File: config.mk
export PLATFORM = sky130hd
export DESIGN_NAME = mult_div_unit
export DESIGN_NICKNAME = d
export VERILOG_FILES = /design/src/rtl/mult_div_unit.sv
export SDC_FILE = /design/constraint.sdc
export NUM_CORES = 1
export LEC_CHECK = 0
export ABC_AREA = 0
export CAP_MARGIN = 10
export CORE_MARGIN = 2
export CORE_UTILIZATION = 52
export CTS_CLUSTER_DIAMETER = 150
export CTS_CLUSTER_SIZE = 12
export DETAILED_ROUTE_END_ITERATION = 8
export PLACE_DENSITY = 0.8
export SYNTH_ARGS = -nofsm -noshare
export SYNTH_HDL_FRONTEND = slang
export SYNTH_SLANG_ARGS = --single-unit
File: constraint.sdc
create_clock -name clk -period 9.9 [get_ports clk]
set_clock_uncertainty 0.1 [all_clocks]
set_input_delay 1.485 -clock clk [delete_from_list [all_inputs] [get_ports clk]]
set_output_delay 1.485 -clock clk [all_outputs]
set_load 0.05 [all_outputs]
File: src/rtl/mult_div_unit.sv
// Iterative MULT/MULTU/DIV/DIVU unit that owns HI/LO. It does a radix-2 shift-add
// multiply or a restoring divide, one result bit per cycle, then a sign fix-up.
module mult_div_unit #(
   parameter int WIDTH = 32
) (
   input  logic             clk,
   input  logic             reset,
   input  logic             start,
   input  logic [1:0]       op,
   input  logic [WIDTH-1:0] a,
   input  logic [WIDTH-1:0] b,
   input  logic             mthi,
   input  logic             mtlo,
   input  logic [WIDTH-1:0] wdata,
   output logic             busy,
   output logic             done,
   output logic [WIDTH-1:0] hi,
   output logic [WIDTH-1:0] lo
);

   localparam logic [1:0] IDLE = 2'd0;
   localparam logic [1:0] RUN  = 2'd1;
   localparam logic [1:0] FIX  = 2'd2;

   localparam int CW = (WIDTH > 1) ? $clog2(WIDTH) : 1;
   localparam logic [CW-1:0] CNT_INIT = CW'(WIDTH - 1);

   logic [1:0]         state;
   logic [1:0]         op_r;
   logic               sa, sb, b_zero;
   logic [WIDTH-1:0]   a_orig;
   logic [WIDTH-1:0]   opa, opb;
   logic [2*WIDTH-1:0] acc, acc_nxt, prod;
   logic [CW-1:0]      cnt;
   logic [WIDTH:0]     sum, trial, diff;
   logic [WIDTH-1:0]   abs_a, abs_b, quo, rem, hi_fix, lo_fix;
   logic               neg_q;

   assign abs_a = (~op[0] & a[WIDTH-1]) ? -a : a;
   assign abs_b = (~op[0] & b[WIDTH-1]) ? -b : b;

   // multiply: acc holds {partial high, product bits shifted in from the top}
   assign sum   = {1'b0, acc[2*WIDTH-1:WIDTH]} + (opb[0] ? {1'b0, opa} : '0);
   // divide: acc holds {remainder, quotient}, dividend bits come from opa MSB
   assign trial = {acc[2*WIDTH-1:WIDTH], opa[WIDTH-1]};
   assign diff  = trial - {1'b0, opb};

   assign neg_q = ~op_r[0] & (sa ^ sb);
   assign quo   = acc_nxt[WIDTH-1:0];
   assign rem   = acc_nxt[2*WIDTH-1:WIDTH];
   assign prod  = neg_q ? -acc_nxt : acc_nxt;

   always_comb begin
      acc_nxt = {sum, acc[WIDTH-1:1]};
      if (op_r[1]) begin
         acc_nxt = diff[WIDTH] ? {trial[WIDTH-1:0], acc[WIDTH-2:0], 1'b0}
                               : {diff[WIDTH-1:0], acc[WIDTH-2:0], 1'b1};
      end
   end

   always_comb begin
      hi_fix = prod[2*WIDTH-1:WIDTH];
      lo_fix = prod[WIDTH-1:0];
      if (op_r[1]) begin
         if (b_zero) begin
            hi_fix = a_orig;
            lo_fix = '1;
         end else begin
            lo_fix = neg_q ? -quo : quo;
            hi_fix = (~op_r[0] & sa) ? -rem : rem;
         end
      end
   end

   // The last RUN step and the sign fix-up share one edge, so the FIX cycle
   // already shows the result with done=1 while busy is still high.
   always_ff @(posedge clk or posedge reset) begin
      if (reset) begin
         state  <= IDLE;
         busy   <= 1'b0;
         done   <= 1'b0;
         hi     <= '0;
         lo     <= '0;
         op_r   <= '0;
         sa     <= 1'b0;
         sb     <= 1'b0;
         b_zero <= 1'b0;
         a_orig <= '0;
         opa    <= '0;
         opb    <= '0;
         acc    <= '0;
         cnt    <= '0;
      end else begin
         case (state)
            IDLE: begin
               done <= 1'b0;
               if (start) begin
                  op_r   <= op;
                  sa     <= ~op[0] & a[WIDTH-1];
                  sb     <= ~op[0] & b[WIDTH-1];
                  b_zero <= (b == '0);
                  a_orig <= a;
                  opa    <= abs_a;
                  opb    <= abs_b;
                  acc    <= '0;
                  cnt    <= CNT_INIT;
                  busy   <= 1'b1;
                  state  <= RUN;
               end else begin
                  if (mthi) hi <= wdata;
                  if (mtlo) lo <= wdata;
               end
            end
            RUN: begin
               acc <= acc_nxt;
               cnt <= cnt - CW'(1);
               if (op_r[1]) opa <= opa << 1;
               else         opb <= opb >> 1;
               if (cnt == '0) begin
                  hi    <= hi_fix;
                  lo    <= lo_fix;
                  done  <= 1'b1;
                  state <= FIX;
               end
            end
            FIX: begin
               done  <= 1'b0;
               busy  <= 1'b0;
               state <= IDLE;
            end
            default: begin
               done  <= 1'b0;
               busy  <= 1'b0;
               state <= IDLE;
            end
         endcase
      end
   end

endmodule
==> out/metrics.yaml, run 1 <==
logic_synthesis:
  seq_area_frac_synth_pct: 29.3
  ys_ff_latch: 238
  netlist_area_mm2: 0.0203
  synth_ff_type: "dfrtp_1"
  synth_top_area_share_pct: 29.3
  synth_cells: 2682
  synthArstFlopShare_pct: 100
  yosysWarnings: 0
  synth_edf_count: 0
  synth.distinct_cells: 101
  netlist.top_cell.by_area: "dfrtp_1"
  synth_nets: 2858
  avgSynthCellArea_um2: 7.57
  synth_area_leaders: "dfrtp_1 29%, nand2_1 7.0%, o21ai_0 7.0%"
cells_and_area:
  nets: 2908
  multi_input_area_mm2: 0.0134
  syn_to_final_growth_pct: 12.1
  drive_above_1_share_pct: 5.12
  seq_area_mm2: 0.00596
  num-fill-cells: 3621
  antennaDiodeCount: 0
floorplanning:
  die_height_um: 202
  core_area_mm2: 0.0386
  start_util_pct: 52.7
  die_w_um: 202
  ios: 169
  fp-row-count: 72
  die_area_mm2: 0.0407
setup_path:
  required_ns: 10.23
  cp.arrival_ns: 7.67
  path_max_fanout: 34
  crit_path_end: "hi[18]"
  cp-start-kind: "flip-flop"
  crit_type: "flip-flop to flip-flop"
  crit_path_top_delay_cell: "dfrtp_1"
  cp.depth: 24
  crit_path_end_kind: "flip-flop"
  startpoint: "opb[0]"
  worstRegToRegCells: 24
  r2r-end: "hi[18]"
  rrSetupSlack_ns: 2.56
  cpPeakStageDelay_ns: 0.68
  r2r_start: "opb[0]"
  worst-path-buf-inv: 1
  cp_cell_sequence: "ha_1 -> inv_1 -> fa_1 -> a211oi_2 -> o211ai_1 -> and3_4 -> o21ai_2 -> a21oi_4 -> nor2_2 -> nand2_1 -> a21boi_0 -> ha_1 -> o211ai_1 -> or2_2 -> nor4b_1 -> and4b_1 -> nand2_1 -> a21oi_2 -> nand4_1 -> nor3_2 -> a21oi_1 -> xnor2_1 -> a221oi_1 -> a211o_1"
  critical_path.top_delay_family: "simple AND/OR/NAND/NOR gates"
cts:
  cts_sinks: 238
  cts.clk_slew.worst_paths_ns: 0.07
  clk_latency_ns: 0.55
  cts_root_buffer: "clkbuf_16"
  htree_levels: 1
  post_cts.repair.setup_buffers: 0
  numCtsBuffers: 23
  cts_tree: "done"
  clockBufferDepth: 3
  ctsResizeCount: 0
  cts_hold_buf: 0
sta:
  max-slew-margin-rel_pct: 17.7
  worst_slew_pin_slew_ns: 1.23
  setup_viol: 0
  hold_violations: 0
  fin_setup_tns_ns: 0
  setup_ws_ns: 2.56
  max_clock_freq_mhz: 136
  drv_slew: 0
  post-route-period-util_pct: 74.2
  finalHoldWorstSlack_ns: 0.383
  min_period_ns: 7.34
  rsz0062_at_grt: "false"
global_routing:
  antenna_found_initial: 4
  grt_pass1_vias: 20104
  grt_max_degree: 110
  grt-ovfl-total: 0
  grt_pass1_wl_mm: 125
  grt_use_total_pct: 40.1
routing:
  drtAntennaViolNets: 0
  wl_met2_mm: 35.6
  vias: 21993
  met3_length_mm: 9.64
  drt_wl_total_mm: 83.5
  firstDrtPassIters: 6
  wl_met1_mm: 34.4
  vias_per_cell: 6.77
  avgRoutedWirePerCell_um: 25.7
  drc_errors: 0
  drt_iter0_drc: 2827
  top_layer_used: "met5"
outcome:
  status: "finished clean"
placement:
  dp_hpwl_mm: 64.0
  io_buffer_count: 168
  gp_congestion: 1.09
  dp_slack_ns: 2.81
job:
  cap_violations: 0
worst_hold_path:
  hold_path_depth: 2
  hp-class: "flip-flop to flip-flop"
## per-layer routing
metal,vias to the layer above,GRT usage [%]
li1,9763,-
met1,10610,56.2
met2,1371,59.9
met3,245,9.39
met4,4,15.3
met5,-,0
## cell type report
type	instances	share of cell area, %
well taps	518	2.85
flip-flops and latches	238	26.2
inverters	75	1.27
repair buffers	199	8.41
clock buffers	25	2.61
multi-input cells	2195	58.7
## cell usage in the layout (no fill, tap or decap), drive strengths merged, types with 23 or more instances in the layout
cell type / instances
a21o: 31
a21oi: 264
a31oi: 28
and2: 43
buf: 31
clkbuf: 25
clkdlybuf4s50: 168
dfrtp: 238
ha: 71
inv: 73
mux2i: 40
nand2: 379
nand3: 100
nand4: 31
nor2: 216
nor3: 76
nor4: 25
o211ai: 24
o21ai: 295
o22ai: 42
o31ai: 23
or3: 36
xnor2: 95
xor2: 72
## cell usage after synthesis, types with 11 or more instances
| cell type | n |
|---|---|
| nand2b_1 | 20 |
| o21a_1 | 11 |
| nand2_1 | 379 |
| a211oi_1 | 16 |
| buf_2 | 26 |
| nor2_1 | 215 |
| o221ai_1 | 16 |
| and3_1 | 14 |
| and2_1 | 43 |
| o211ai_1 | 24 |
| dfrtp_1 | 238 |
| nor4_1 | 25 |
| xor2_1 | 72 |
| o21ai_0 | 283 |
| mux2i_1 | 40 |
| o22ai_1 | 42 |
| or3_1 | 35 |
| o31ai_1 | 19 |
| clkbuf_1 | 117 |
| or2_2 | 11 |
| buf_1 | 18 |
| ha_1 | 71 |
| xnor2_1 | 95 |
| a31oi_1 | 27 |
| nand3_1 | 100 |
| a21oi_1 | 257 |
| inv_1 | 73 |
| a21o_1 | 31 |
| nor3_1 | 71 |
| nand4_1 | 29 |
| nor2b_1 | 20 |
## worst min-delay path by stage
stage                            end  slack, ns  startpoint
after floorplan           a_orig[28]       0.34  a_orig[28]
after global placement     a_orig[3]       0.36   a_orig[3]
after detailed placement   a_orig[4]       0.37   a_orig[4]
after CTS                  a_orig[4]       0.38   a_orig[4]
after global routing           hi[7]       0.40       hi[7]
final                         lo[17]       0.38      lo[17]
## cells by family (layout without fill, tap and decap cells)
family | count (synthesis) | after routing | synth area share [%]
fa+ha+maj | 73 | 73 | 4.57
buf+inv | 249 | 299 | 5.15
compound gates | 883 | 883 | 27.2
xor+xnor | 167 | 167 | 7.20
mux | 48 | 48 | 2.42
flops | 238 | 238 | 29.3
simple gates | 1024 | 1024 | 24.1
## metrics by stage
stage,util [%],instance area (µm²),cells
after global placement,57.5,22200,3225
after global routing,59.0,22800,3250
after detailed placement,57.5,22200,3225
after floorplan,-,20300,2682
final,59.0,22800,3250
after CTS,59.0,22800,3250
## registers in the layout, summed over array words and instances, names as in the netlist
name / count
a_orig: 32
acc: 64
sa: 1
lo: 32
cnt: 5
hi: 32
state: 2
op_r: 2
busy: 1
sb: 1
opa: 32
done: 1
opb: 32
b_zero: 1
## worst register-to-register path, stage by stage (launching register included)
cell and delay (ns):
dfrtp_1 0.68, ha_1 0.39, inv_1 0.08, fa_1 0.26, a211oi_2 0.11, o211ai_1 0.23
and3_4 0.27, o21ai_2 0.15, a21oi_4 0.66, nor2_2 0.37, nand2_1 0.21, a21boi_0 0.36
ha_1 0.26, o211ai_1 0.15, or2_2 0.36, nor4b_1 0.41, and4b_1 0.41, nand2_1 0.12
a21oi_2 0.21, nand4_1 0.27, nor3_2 0.47, a21oi_1 0.15, xnor2_1 0.16, a221oi_1 0.10
a211o_1 0.31
Power of run 1 is not shown: default switching activity piles up to over one toggle a cycle in this logic, so the estimate is an artifact.
==> inputs of run 2 (changes only) <==
--- a/config.mk
+++ b/config.mk
@@ -12,7 +12,7 @@
 export CTS_CLUSTER_DIAMETER = 150
 export CTS_CLUSTER_SIZE = 12
 export DETAILED_ROUTE_END_ITERATION = 8
-export PLACE_DENSITY = 0.8
+export PLACE_DENSITY = 0.83
 export SYNTH_ARGS = -nofsm -noshare
 export SYNTH_HDL_FRONTEND = slang
 export SYNTH_SLANG_ARGS = --single-unit
==> constraint.sdc (replaced) <==
create_clock -name clk -period 6.5 [get_ports clk]
set_clock_uncertainty 0.1 [all_clocks]
set_input_delay 0.975 -clock clk [delete_from_list [all_inputs] [get_ports clk]]
set_output_delay 0.975 -clock clk [all_outputs]
set_load 0.05 [all_outputs]
==> out/metrics.yaml, run 2 (synthesized netlist as in run 1, its figures left out) <==
cells_and_area:
  multi_input_area_mm2: 0.0134
  final_cell_mix: "378 x nand2_1, 281 x o21ai_0, 257 x a21oi_1"
  seq_area_mm2: 0.00596
  largest_register: "acc"
  largest_reg_flops: 64
  layout_commonest_cell: "nand2_1"
  nets: 2930
  drive_above_1_share_pct: 5.99
  num-fill-cells: 3559
  syn_to_final_growth_pct: 13.1
cts:
  htree_levels: 1
  cts_sinks: 238
  clockBufferDepth: 3
  cts_tree: "done"
  clk_latency_ns: 0.55
  cts.clk_slew.worst_paths_ns: 0.07
  cts_root_buffer: "clkbuf_16"
  cts_hold_buf: 0
  numCtsBuffers: 23
floorplanning:
  start_util_pct: 52.7
  die_height_um: 202
  die_w_um: 202
  core_area_mm2: 0.0386
  die_area_mm2: 0.0407
  fp-row-count: 72
  ios: 169
worst_hold_path:
  min_to: "a_orig[8]"
  hp-class: "flip-flop to flip-flop"
  hold_path_depth: 2
  min_from: "a_orig[8]"
global_routing:
  grt_pass1_wl_mm: 127
  antenna_found_initial: 4
  grt-ovfl-total: 0
  grt_use_total_pct: 41.0
  grt_pass1_vias: 20277
  grt_max_degree: 129
sta:
  fin_setup_tns_ns: 0
  hold_violations: 0
  rsz0062_at_grt: "false"
  post-route-period-util_pct: 94.6
  drv_slew: 0
  min_period_ns: 6.15
  worst_slew_pin_slew_ns: 1.33
  setup_viol: 0
  max-slew-margin-rel_pct: 11.1
  max_clock_freq_mhz: 163
setup_path:
  r2r_start: "opa[31]"
  worstRegToRegCells: 27
  cpPeakStageDelay_ns: 0.44
  cp.arrival_ns: 6.48
  r2r-end: "hi[18]"
  cp-start-kind: "flip-flop"
  path_max_fanout: 16
  worst-path-buf-inv: 4
  crit_path_end_kind: "flip-flop"
  crit_path_top_delay_cell: "fa_1"
  critical_path.top_delay_family: "simple AND/OR/NAND/NOR gates"
  crit_type: "flip-flop to flip-flop"
  required_ns: 6.83
  rrSetupSlack_ns: 0.35
routing:
  drt_iter0_drc: 3077
  avgRoutedWirePerCell_um: 26.0
  vias_per_cell: 6.72
  drtAntennaViolNets: 0
  firstDrtPassIters: 8
  drt_wl_total_mm: 85.2
  vias: 22010
  drc_errors: 0
job:
  cap_violations: 0
outcome:
  status: "finished clean"
placement:
  io_buffer_count: 168
  gp_congestion: 1.05
  dp_hpwl_mm: 66.1
## run 2: cell count changes in the layout (fill, tap and decap cells not counted), sizes merged
| cell | previous run | this run |
|---|---|---|
| clkinvlp | 0 | 1 |
| diode | 0 | 2 |
| inv | 73 | 72 |
| buf | 31 | 53 |
## run 2: worst reg2reg max path: cells and delay by family, from the launching register on
kind                       cells  cell delay (ns)
xor gates and xnor gates       1             0.18
and+or+nand+nor               10             2.12
buffers and inverters          4             0.52
AOI/OAI and AO/OA              9             1.81
DFF                            1             0.42
adders and majority gates      3             0.88
## run 2: through the flow
stage	util (%)	worst slack [ns]	hold WS, ns	cells	cell area (µm²)
2_1_floorplan	-	0.773	0.337	2682	20300
3_3_place_gp	57.9	0.446	0.361	3244	22300
3_5_place_dp	57.9	0.182	0.366	3244	22300
4_1_cts	59.4	0.131	0.381	3269	22900
5_1_grt	59.5	0.0676	0.410	3272	23000
6_report	59.6	0.351	0.377	3274	23000
## run 2: area by class of cell
cell class | count | share of cell area (%)
antenna | 2 | 0.0218
clock buffer | 25 | 2.58
inverter | 75 | 1.24
multi-input combinational | 2195 | 58.3
sequential | 238 | 26.0
tap | 518 | 2.82
timing repair buffer | 221 | 9.11
## run 2: worst max-delay path by stage
stage | end | cells after the start | from | slack (ns)
floorplan | hi[18] | 27 | opa[31] | 0.77
global placement | hi[18] | 25 | opa[31] | 0.45
detailed placement | hi[18] | 25 | opa[31] | 0.18
CTS | hi[18] | 25 | opa[31] | 0.13
global route | hi[28] | 27 | opa[31] | 0.07
finish | hi[18] | 27 | opa[31] | 0.35
## run 2: metal layers
metal	track usage (%)	up-vias	wire (µm)
met5	0	-	0
met4	15.3	0	3660
met3	8.20	209	9690
met2	60.6	1396	36100
met1	59.0	10567	35800
li1	-	9838	-
## run 2: repair_timing
action | 4_1_cts | 5_1_grt
resized for setup | 0 | 4
endpoints found under the setup margin | 0 | 7
setup buffers | 0 | 3
Power of run 2 is left out for the same reason.
